### src/rtl/muldiv_if.sv
// Request/response bundle between the execute stage and the multiply-divide unit.
//
// Handshake: a request transfers on a rising edge where in_valid && in_ready
// are both high; op, rs1, rs2 and in_tag are sampled only on that edge.
// A response transfers on a rising edge where out_valid && out_ready are both
// high. result and out_tag stay stable while out_valid is high.
interface muldiv_if #(
    parameter int XLEN = 32,
    parameter int TAGW = 5
);
    logic            in_valid;
    logic            in_ready;
    logic [2:0]      op;
    logic [XLEN-1:0] rs1;
    logic [XLEN-1:0] rs2;
    logic [TAGW-1:0] in_tag;
    logic            out_valid;
    logic            out_ready;
    logic [XLEN-1:0] result;
    logic [TAGW-1:0] out_tag;

    modport master (
        output in_valid, op, rs1, rs2, in_tag, out_ready,
        input  in_ready, out_valid, result, out_tag
    );

    modport slave (
        input  in_valid, op, rs1, rs2, in_tag, out_ready,
        output in_ready, out_valid, result, out_tag
    );
endinterface

### src/rtl/muldiv_unit.sv
// Iterative RV32M/RV64M multiply-divide unit: shift-add multiply and restoring
// divide on operand magnitudes, one bit per cycle, with sign fixup at the end.
module muldiv_unit #(
    parameter int XLEN = 32,
    parameter int TAGW = 5
) (
    input  logic       clk,
    input  logic       rst,
    input  logic       flush,
    muldiv_if.slave    bus,
    output logic [1:0] dbg_state
);
    localparam int CW = $clog2(XLEN) + 1;
    localparam logic [XLEN-1:0] MIN_NEG = {1'b1, {(XLEN-1){1'b0}}};

    typedef enum logic [1:0] {
        S_IDLE  = 2'd0,
        S_CALC  = 2'd1,
        S_FIXUP = 2'd2,
        S_DONE  = 2'd3
    } state_t;

    state_t            state_q, state_d;
    logic [CW-1:0]     cnt_q, cnt_d;
    logic [2:0]        op_q, op_d;
    logic              neg_q, neg_d;
    logic [XLEN-1:0]   b_q, b_d;          // multiplicand or divisor magnitude
    logic [2*XLEN-1:0] acc_q, acc_d;      // product; low half doubles as dividend/quotient
    logic [XLEN:0]     rem_q, rem_d;
    logic [XLEN-1:0]   result_q, result_d;
    logic [TAGW-1:0]   tag_q, tag_d;

    logic              accept, is_div, a_signed, b_signed, a_neg, b_neg;
    logic              div_zero, overflow;
    logic [XLEN-1:0]   a_mag, b_mag;

    // Decode the incoming request: signedness, magnitudes and one-cycle special cases
    always_comb begin
        accept   = bus.in_valid && (state_q == S_IDLE) && !flush;
        is_div   = bus.op[2];
        a_signed = (bus.op == 3'b001) || (bus.op == 3'b010) ||
                   (bus.op == 3'b100) || (bus.op == 3'b110);
        b_signed = (bus.op == 3'b001) || (bus.op == 3'b100) || (bus.op == 3'b110);
        a_neg    = a_signed && bus.rs1[XLEN-1];
        b_neg    = b_signed && bus.rs2[XLEN-1];
        a_mag    = a_neg ? -bus.rs1 : bus.rs1;
        b_mag    = b_neg ? -bus.rs2 : bus.rs2;
        div_zero = is_div && (bus.rs2 == '0);
        overflow = is_div && !bus.op[0] && (bus.rs1 == MIN_NEG) && (bus.rs2 == '1);
    end

    // State register
    always_ff @(posedge clk or posedge rst) begin
        if (rst) state_q <= S_IDLE;
        else     state_q <= state_d;
    end

    // Next-state logic; flush overrides everything else
    always_comb begin
        state_d = state_q;
        case (state_q)
            S_IDLE:  if (accept) state_d = (div_zero || overflow) ? S_DONE : S_CALC;
            S_CALC:  if (cnt_q == CW'(1)) state_d = S_FIXUP;
            S_FIXUP: state_d = S_DONE;
            S_DONE:  if (bus.out_ready) state_d = S_IDLE;
            default: state_d = S_IDLE;
        endcase
        if (flush) state_d = S_IDLE;
    end

    // Outputs decoded from the state register or taken straight from flops
    always_comb begin
        bus.in_ready  = (state_q == S_IDLE);
        bus.out_valid = (state_q == S_DONE);
        bus.result    = result_q;
        bus.out_tag   = tag_q;
        dbg_state     = state_q;
    end

    logic [XLEN:0]     mul_sum;
    logic [XLEN+1:0]   rem_wide, div_diff;
    logic [2*XLEN-1:0] prod_fix;
    logic [XLEN-1:0]   quo_fix, rem_fix;

    // Datapath: operand capture, one iteration per CALC cycle, sign fixup and select
    always_comb begin
        op_d     = op_q;
        neg_d    = neg_q;
        b_d      = b_q;
        acc_d    = acc_q;
        rem_d    = rem_q;
        cnt_d    = cnt_q;
        result_d = result_q;
        tag_d    = tag_q;

        mul_sum  = {1'b0, acc_q[2*XLEN-1:XLEN]} + (acc_q[0] ? {1'b0, b_q} : '0);
        rem_wide = {rem_q, acc_q[XLEN-1]};
        div_diff = rem_wide - {2'b00, b_q};
        prod_fix = neg_q ? -acc_q : acc_q;
        quo_fix  = neg_q ? -acc_q[XLEN-1:0] : acc_q[XLEN-1:0];
        rem_fix  = neg_q ? -rem_q[XLEN-1:0] : rem_q[XLEN-1:0];

        case (state_q)
            S_IDLE: begin
                if (accept) begin
                    op_d  = bus.op;
                    tag_d = bus.in_tag;
                    // remainder takes the dividend's sign, everything else the xor of signs
                    neg_d = (bus.op == 3'b110) ? a_neg : (a_neg ^ b_neg);
                    rem_d = '0;
                    cnt_d = CW'(XLEN);
                    if (is_div) begin
                        b_d   = b_mag;
                        acc_d = {{XLEN{1'b0}}, a_mag};
                    end else begin
                        b_d   = a_mag;
                        acc_d = {{XLEN{1'b0}}, b_mag};
                    end
                    if (div_zero)      result_d = bus.op[1] ? bus.rs1 : '1;
                    else if (overflow) result_d = bus.op[1] ? '0 : bus.rs1;
                end
            end
            S_CALC: begin
                cnt_d = cnt_q - CW'(1);
                if (op_q[2]) begin
                    if (!div_diff[XLEN+1]) begin
                        rem_d = div_diff[XLEN:0];
                        acc_d = {acc_q[2*XLEN-1:XLEN], acc_q[XLEN-2:0], 1'b1};
                    end else begin
                        rem_d = rem_wide[XLEN:0];
                        acc_d = {acc_q[2*XLEN-1:XLEN], acc_q[XLEN-2:0], 1'b0};
                    end
                end else begin
                    acc_d = {mul_sum, acc_q[XLEN-1:1]};
                end
            end
            S_FIXUP: begin
                case (op_q)
                    3'b000:                 result_d = prod_fix[XLEN-1:0];
                    3'b001, 3'b010, 3'b011: result_d = prod_fix[2*XLEN-1:XLEN];
                    3'b100, 3'b101:         result_d = quo_fix;
                    default:                result_d = rem_fix;
                endcase
            end
            default: ;
        endcase
    end

    // Datapath registers
    always_ff @(posedge clk or posedge rst) begin
        if (rst) begin
            cnt_q    <= '0;
            op_q     <= '0;
            neg_q    <= 1'b0;
            b_q      <= '0;
            acc_q    <= '0;
            rem_q    <= '0;
            result_q <= '0;
            tag_q    <= '0;
        end else begin
            cnt_q    <= cnt_d;
            op_q     <= op_d;
            neg_q    <= neg_d;
            b_q      <= b_d;
            acc_q    <= acc_d;
            rem_q    <= rem_d;
            result_q <= result_d;
            tag_q    <= tag_d;
        end
    end
endmodule

### src/flat_wrapper.sv
// flat-port wrapper written by rule: the top's interface ports become plain ports
module muldiv_unit_flat 
#(
    parameter int XLEN = 32,
    parameter int TAGW = 5
)
  (clk, rst, flush, dbg_state, bus_in_valid, bus_op, bus_rs1, bus_rs2, bus_in_tag, bus_out_ready, bus_in_ready, bus_out_valid, bus_result, bus_out_tag);
  muldiv_if #(.XLEN(XLEN), .TAGW(TAGW)) bus_i ();
  input  logic clk;
  input  logic rst;
  input  logic flush;
  output logic [1:0] dbg_state;
  input wire logic [$bits(bus_i.in_valid)-1:0] bus_in_valid;
  input wire logic [$bits(bus_i.op)-1:0] bus_op;
  input wire logic [$bits(bus_i.rs1)-1:0] bus_rs1;
  input wire logic [$bits(bus_i.rs2)-1:0] bus_rs2;
  input wire logic [$bits(bus_i.in_tag)-1:0] bus_in_tag;
  input wire logic [$bits(bus_i.out_ready)-1:0] bus_out_ready;
  output wire logic [$bits(bus_i.in_ready)-1:0] bus_in_ready;
  output wire logic [$bits(bus_i.out_valid)-1:0] bus_out_valid;
  output wire logic [$bits(bus_i.result)-1:0] bus_result;
  output wire logic [$bits(bus_i.out_tag)-1:0] bus_out_tag;
  assign bus_i.in_valid = bus_in_valid;
  assign bus_i.op = bus_op;
  assign bus_i.rs1 = bus_rs1;
  assign bus_i.rs2 = bus_rs2;
  assign bus_i.in_tag = bus_in_tag;
  assign bus_i.out_ready = bus_out_ready;
  assign bus_in_ready = bus_i.in_ready;
  assign bus_out_valid = bus_i.out_valid;
  assign bus_result = bus_i.result;
  assign bus_out_tag = bus_i.out_tag;
  muldiv_unit #(.XLEN(XLEN), .TAGW(TAGW)) u_core (.clk(clk), .rst(rst), .flush(flush), .bus(bus_i), .dbg_state(dbg_state));
endmodule
### config.mk
export PLATFORM = sky130hd
export DESIGN_NAME = muldiv_unit_flat
export DESIGN_NICKNAME = d
export VERILOG_FILES = /design/src/rtl/muldiv_if.sv /design/src/rtl/muldiv_unit.sv /design/src/flat_wrapper.sv
export SDC_FILE = /design/constraint.sdc
export NUM_CORES = 1
export LEC_CHECK = 0
export BUFFER_PORTS_ARGS = -buffer_cell sky130_fd_sc_hd__buf_2
export CORE_MARGIN = 1
export CORE_UTILIZATION = 25
export DETAILED_ROUTE_END_ITERATION = 7
export GPL_TIMING_DRIVEN = 0
export HOLD_SLACK_MARGIN = 0.15
export SLEW_MARGIN = 20
export SYNTH_ARGS = -nofsm -noshare
export SYNTH_HDL_FRONTEND = slang
export SYNTH_SLANG_ARGS = --single-unit
### constraint.sdc
create_clock -name clk -period 7 [get_ports clk]
set_input_delay 1.4 -clock clk [delete_from_list [all_inputs] [get_ports clk]]
set_output_delay 1.4 -clock clk [all_outputs]
set_load 0.01 [all_outputs]
---- Yosys cells after proc, flatten, opt, wreduce, memory -nomap -nowiden ----
Cells that the tools add are included.
word-level totals
  register bits ........................... 178
  input port bits ......................... 77
  output and inout port bits .............. 41
  word-level logic and storage cells ...... 102
cells by class
  add/sub/neg operators ................... 8
  eq/ne operators ......................... 22
  muxes and demuxes ....................... 32
  bitwise operators ....................... 1
  reduce and logical (&&, ||, !) cells .... 29
operators with widths
  operator                number
  $mux W32                12
  $mux W64                3
  $neg A32 Y32            4
  $pmux W64 S2            1
  $mux W33                3
  $pmux W32 S3            1
  $pmux W33 S2            1
  $eq A32 B32 Y1 const B  2
  $neg A64 Y64            1
  $pmux W32 S2            1
  $sub A34 B32 Y34        1
  $add A32 B33 Y33        1
  $logic_not A32 Y1       1
  $eq A3 B3 Y1 const B    4
  $pmux W6 S2             1
  $reduce_and A3 Y1       4
  $mux W2                 5
  $eq A3 B2 Y1 const B    3
  $logic_and A1 B1 Y1     8
  $pmux W2 S4             1
  $eq A3 B1 Y1 const B    2
  $eq A6 B1 Y1 const B    1
  $logic_or A1 B1 Y1      6
  $mux W6                 1
  17 further kinds        24

---- Logic depth before layout (Yosys ltp) ----
  word-level depth ........................ 9
  mapped depth ............................ 15
  depth with buffers taken out ............ 14

---- Worst setup path after synthesis ----
OpenSTA, ideal clock, no wires.
  path type ............................... in2reg
  start ................................... input port bus_rs1[12]
  end ..................................... register u_core.acc_q[29]
  arrival time ............................ 3.747 ns
  data required time ...................... 6.850 ns
  path slack .............................. 3.103 ns
  stages on the path ...................... 9
  path buffers ............................ 0
  path through ............................ or4_1 nor4_1 nand3b_1 or3_1 nor3b_1 a21oi_1 xor2_1 o211ai_1 o311ai_0
between the ends
  longest elaborated chain between the ends .. 5
RTL lines
  item                  line                text
  from (decl)           flat_wrapper.sv:15  input wire logic [$bits(bus_i.rs1)-1:0] bus_rs1;
  $neg A32 Y32          muldiv_unit.sv:46   a_mag = a_neg ? -bus.rs1 : bus.rs1;
  $mux W32              muldiv_unit.sv:46
  $mux W32              muldiv_unit.sv:112  if (is_div) begin
  $mux W64              muldiv_unit.sv:105  if (accept) begin
  $pmux W64 S2          muldiv_unit.sv:103  case (state_q)
  to (signal assigned)  muldiv_unit.sv:156  acc_q <= '0;
  to (signal assigned)  muldiv_unit.sv:165  acc_q <= acc_d;
  to (decl)             muldiv_unit.sv:28   logic [2*XLEN-1:0] acc_q, acc_d;
No other way between the ends. The select of a mux whose other input is x is not followed.
A chain may end at the register's enable or synchronous reset.

---- Worst setup path after layout ----
  start ................................... input port bus_rs1[12]
  end ..................................... register u_core.result_q[24] (netlist: u_core.bus.result[24])
between the ends
  longest elaborated chain between the ends .. 5
RTL lines
  item                                line                text
  $eq A32 B32 Y1                      muldiv_unit.sv:49   overflow = is_div && !bus.op[0] && (bus.rs1 == MIN_NEG) && (bus.rs2 == '1);
  $logic_and A1 B1 Y1 (2 in series)   muldiv_unit.sv:49
  $ne A3 B1 Y1 (no source line)       --
  $reduce_and A3 Y1 (no source line)  --
  to (signal assigned)                muldiv_unit.sv:167  result_q <= result_d;
  to (decl)                           muldiv_unit.sv:30   logic [XLEN-1:0] result_q, result_d;
No other way between the ends.

==> qor.txt <==
status -> finished with violations
violated checks -> DRC
initial core utilization -> 25.3%
Setup-failing EPs final -> 0
WL final -> 65.5 mm
fin area -> 0.0185 mm^2
CTS tree -> built
PnR worst setup slack -> 2.34 ns
Core Region -> 0.0643 mm^2
IO Count -> 118
internal cell power -> 3.02 mW
Clock power frac -> 15.7%
commonest register cell after synthesis -> dfrtp_1
met1 Usage GRT -> 27.3%
clk root buf -> clkbuf_16
Port Buffer Count -> 115
Cell Area, Placed -> 0.0179 mm^2
CP Data Arrival Time -> 4.96 ns
GRT Total Usage -> 19.4%
critical path required time -> 7.30 ns
Routability Congestion -> 1.06
Tmin final -> 4.66 ns
hold-fix buffers at CTS -> 0
Synth cell types -> 80
sequential share of the synthesized area -> 27.4%
DP Cell Count -> 3086
Worst-path clk slew -> 0.08 ns
Reg area -> 0.00445 mm^2
fin util -> 28.8%
GR peak layer -> met2
Final Max Slew Viols -> 0
Num CTS Buffers -> 17
Setup WS pre-CTS -> 2.13 ns
worst path cell trace -> buf_2, or4_1, nor4_1, nand3b_1, nor3b_2, nand3b_1, nor2_1, nor2_1, a2bb2oi_1, a2111oi_0, a221oi_1
Synth Warn # -> 0
Switching Share -> 51.2%
DRT iter0 DRCs -> 2186
Die Ht -> 257 um
TritonRoute pass-1 iters -> 8
total negative slack -> 0 ns
area occupied by multi-input gates -> 0.0110 mm^2
wire per inst -> 21.0 um
cell with the most instances after synthesis -> nand2_1
total grt overflow -> 0
largest net degree at the start of global routing -> 93
DP Wirelength -> 53.0 mm
RSZ-0062 raised after global routing -> no
fraction of layout instances using a drive strength above 1 -> 9.01%
first-pass GRT wire length -> 97.8 mm
net count after synthesis -> 2269
worst-path cell with the longest stage delay -> a2111oi_0
clock sink total -> 178
peak supply drop -> 0.172 mV
Post-synth EDFFs -> 0
Slew headroom -> 29.2%
WS Path Type -> input port to flop
MaxCap Viol Count -> 0
top-area cell type share of the netlist area -> 27.4%
DIE AREA -> 0.0661 mm^2
crit path max fanout -> 9
Logic pwr share -> 56.2%
Cells after Synth -> 2115
asr flop ratio synth -> 100%
Area Growth Syn to Fin -> 14.0%
worst skew pair latency -> 0.48 ns
met2 Use GR -> 28.7%
PwrDens -> 334 mW/mm^2
crit-path max cell delay -> 0.90 ns
Yosys top cell by area -> dfrtp_1
vias in the first global route -> 15300
list of most frequent post-synthesis cells -> 261 x nand2_1, 221 x o21ai_0, 213 x nor2_1, 179 x a21oi_1, 178 x dfrtp_1
Worst-Margin Slew -> 1.05 ns
met3 Track Usage GR -> 3.48%
Syn Std Cell Area -> 0.0163 mm^2
Max Fclk -> 215 MHz
final hold vios -> 0
Core Rows -> 93
ANT cells -> 0
# DRC -> 1
Finished Layout Cells -> 3118
total power -> 6.19 mW
Hold WS -> 0.471 ns
die span in x -> 257 um
synth top area cells -> dfrtp_1 27%, o21ai_0 6.8%, nand2_1 6.0%, ha_1 5.8%, xnor2_1 5.7%
maximum clock path buffer count -> 2
H-tree levels -> 4
crit end category -> flop
part of the power in registers -> 28.1%
Final ANT Viol Nets -> 0
vias per cell -> 5.45
Max Clock Skew -> 0.0202 ns
Fill cells -> 6987
Hold Path Class -> flop to flop
final critical-path share of the clock period -> 66.5%
Synth Register Bits -> 178
vias post-DR -> 17000
fin nets -> 2404
mean cell area of the mapped netlist -> 7.69 um^2
net switching power -> 3.16 mW
initial antenna violation count -> 0
Leak -> 7.70 nW
CTS-repair resized insts -> 0
Post-CTS Setup Inserts -> 0
startpoint types -> input port
[logic make-up after synthesis]
kind of cell	Yosys count	synth area share, %
compound gates	669	25.6
xor+xnor	189	10.2
buf+inv	218	5.19
flops	178	27.4
mux	77	4.91
fa+ha+maj	101	7.50
simple gates	683	19.2
[cell type report]
class	instances	area share, %
clock inverters	15	0.851
clock buffers	17	2.30
flip-flops and latches	178	24.0
inverters	83	1.72
repair buffers	116	3.26
plain buffers	135	2.87
well taps	855	5.77
multi-input cells	1719	59.2
[critical path, delay by kind of cell]
kind	cells	cell delay, ns
AOI/OAI and AO/OA	3	1.30
buffers and inverters	1	0.16
and+or+nand+nor	7	2.10
[sequential cells by signal, summed over array words and instances, names as in the netlist]
name and count:
u_core.b_q 32, u_core.neg_q 1, u_core.cnt_q 6, u_core.op_q 3
u_core.acc_q 64, u_core.bus.out_tag 5, u_core.bus.result 32, u_core.rem_q 33
u_core.dbg_state 2
[final timing paths]
| kind | from | end | slack (ns) | cells after the start |
|---|---|---|---|---|
| worst max-delay path | bus_rs1[12] | u_core.bus.result[24] | 2.34 | 11 |
| worst max register to register | u_core.rem_q[0] | u_core.rem_q[28] | 2.78 | 13 |
| worst min-delay path | u_core.b_q[29] | u_core.b_q[29] | 0.47 | 2 |
| worst min register to register | u_core.b_q[29] | u_core.b_q[29] | 0.47 | 2 |
| max in group asynchronous | rst | u_core.acc_q[6] | 5.06 | 3 |
| min in group asynchronous | rst | u_core.acc_q[58] | 1.04 | 2 |
[per-layer routing]
layer	share of wire [%]	vias up
li1	-	7896
met1	44	8085
met2	42	850
met3	9.0	153
met4	4.7	0
met5	0	-
[cells in the final DEF (no fill, tap or decap), types with 11 or more instances in the layout]
| master | instances |
|---|---|
| xor2_1 | 83 |
| a21oi_1 | 179 |
| nand2_1 | 261 |
| clkbuf_16 | 17 |
| mux2_2 | 22 |
| o211ai_1 | 15 |
| mux2i_1 | 55 |
| buf_1 | 15 |
| or3_1 | 11 |
| inv_1 | 79 |
| nand3_1 | 36 |
| o22ai_1 | 13 |
| nor2b_1 | 11 |
| o31ai_1 | 38 |
| nand2b_1 | 13 |
| a21o_1 | 34 |
| nand4_1 | 22 |
| buf_2 | 123 |
| xnor2_1 | 106 |
| nor2_1 | 213 |
| nor3_1 | 41 |
| ha_1 | 75 |
| dfrtp_1 | 178 |
| maj3_1 | 24 |
| clkbuf_1 | 110 |
| nor4_1 | 20 |
| o41ai_1 | 19 |
| o21ai_0 | 221 |
| a211oi_1 | 35 |
[power groups by stage]
stage               registers [mW]  logic, mW  clock network, mW
global placement              1.73       3.36                  0
detailed placement            1.74       3.37                  0
global route                  1.77       3.77               1.03
CTS                           1.72       3.39              0.990
finish                        1.74       3.48              0.973
floorplan                     1.64       2.32                  0
No activity file was read; power rests on OpenSTA's default activity.
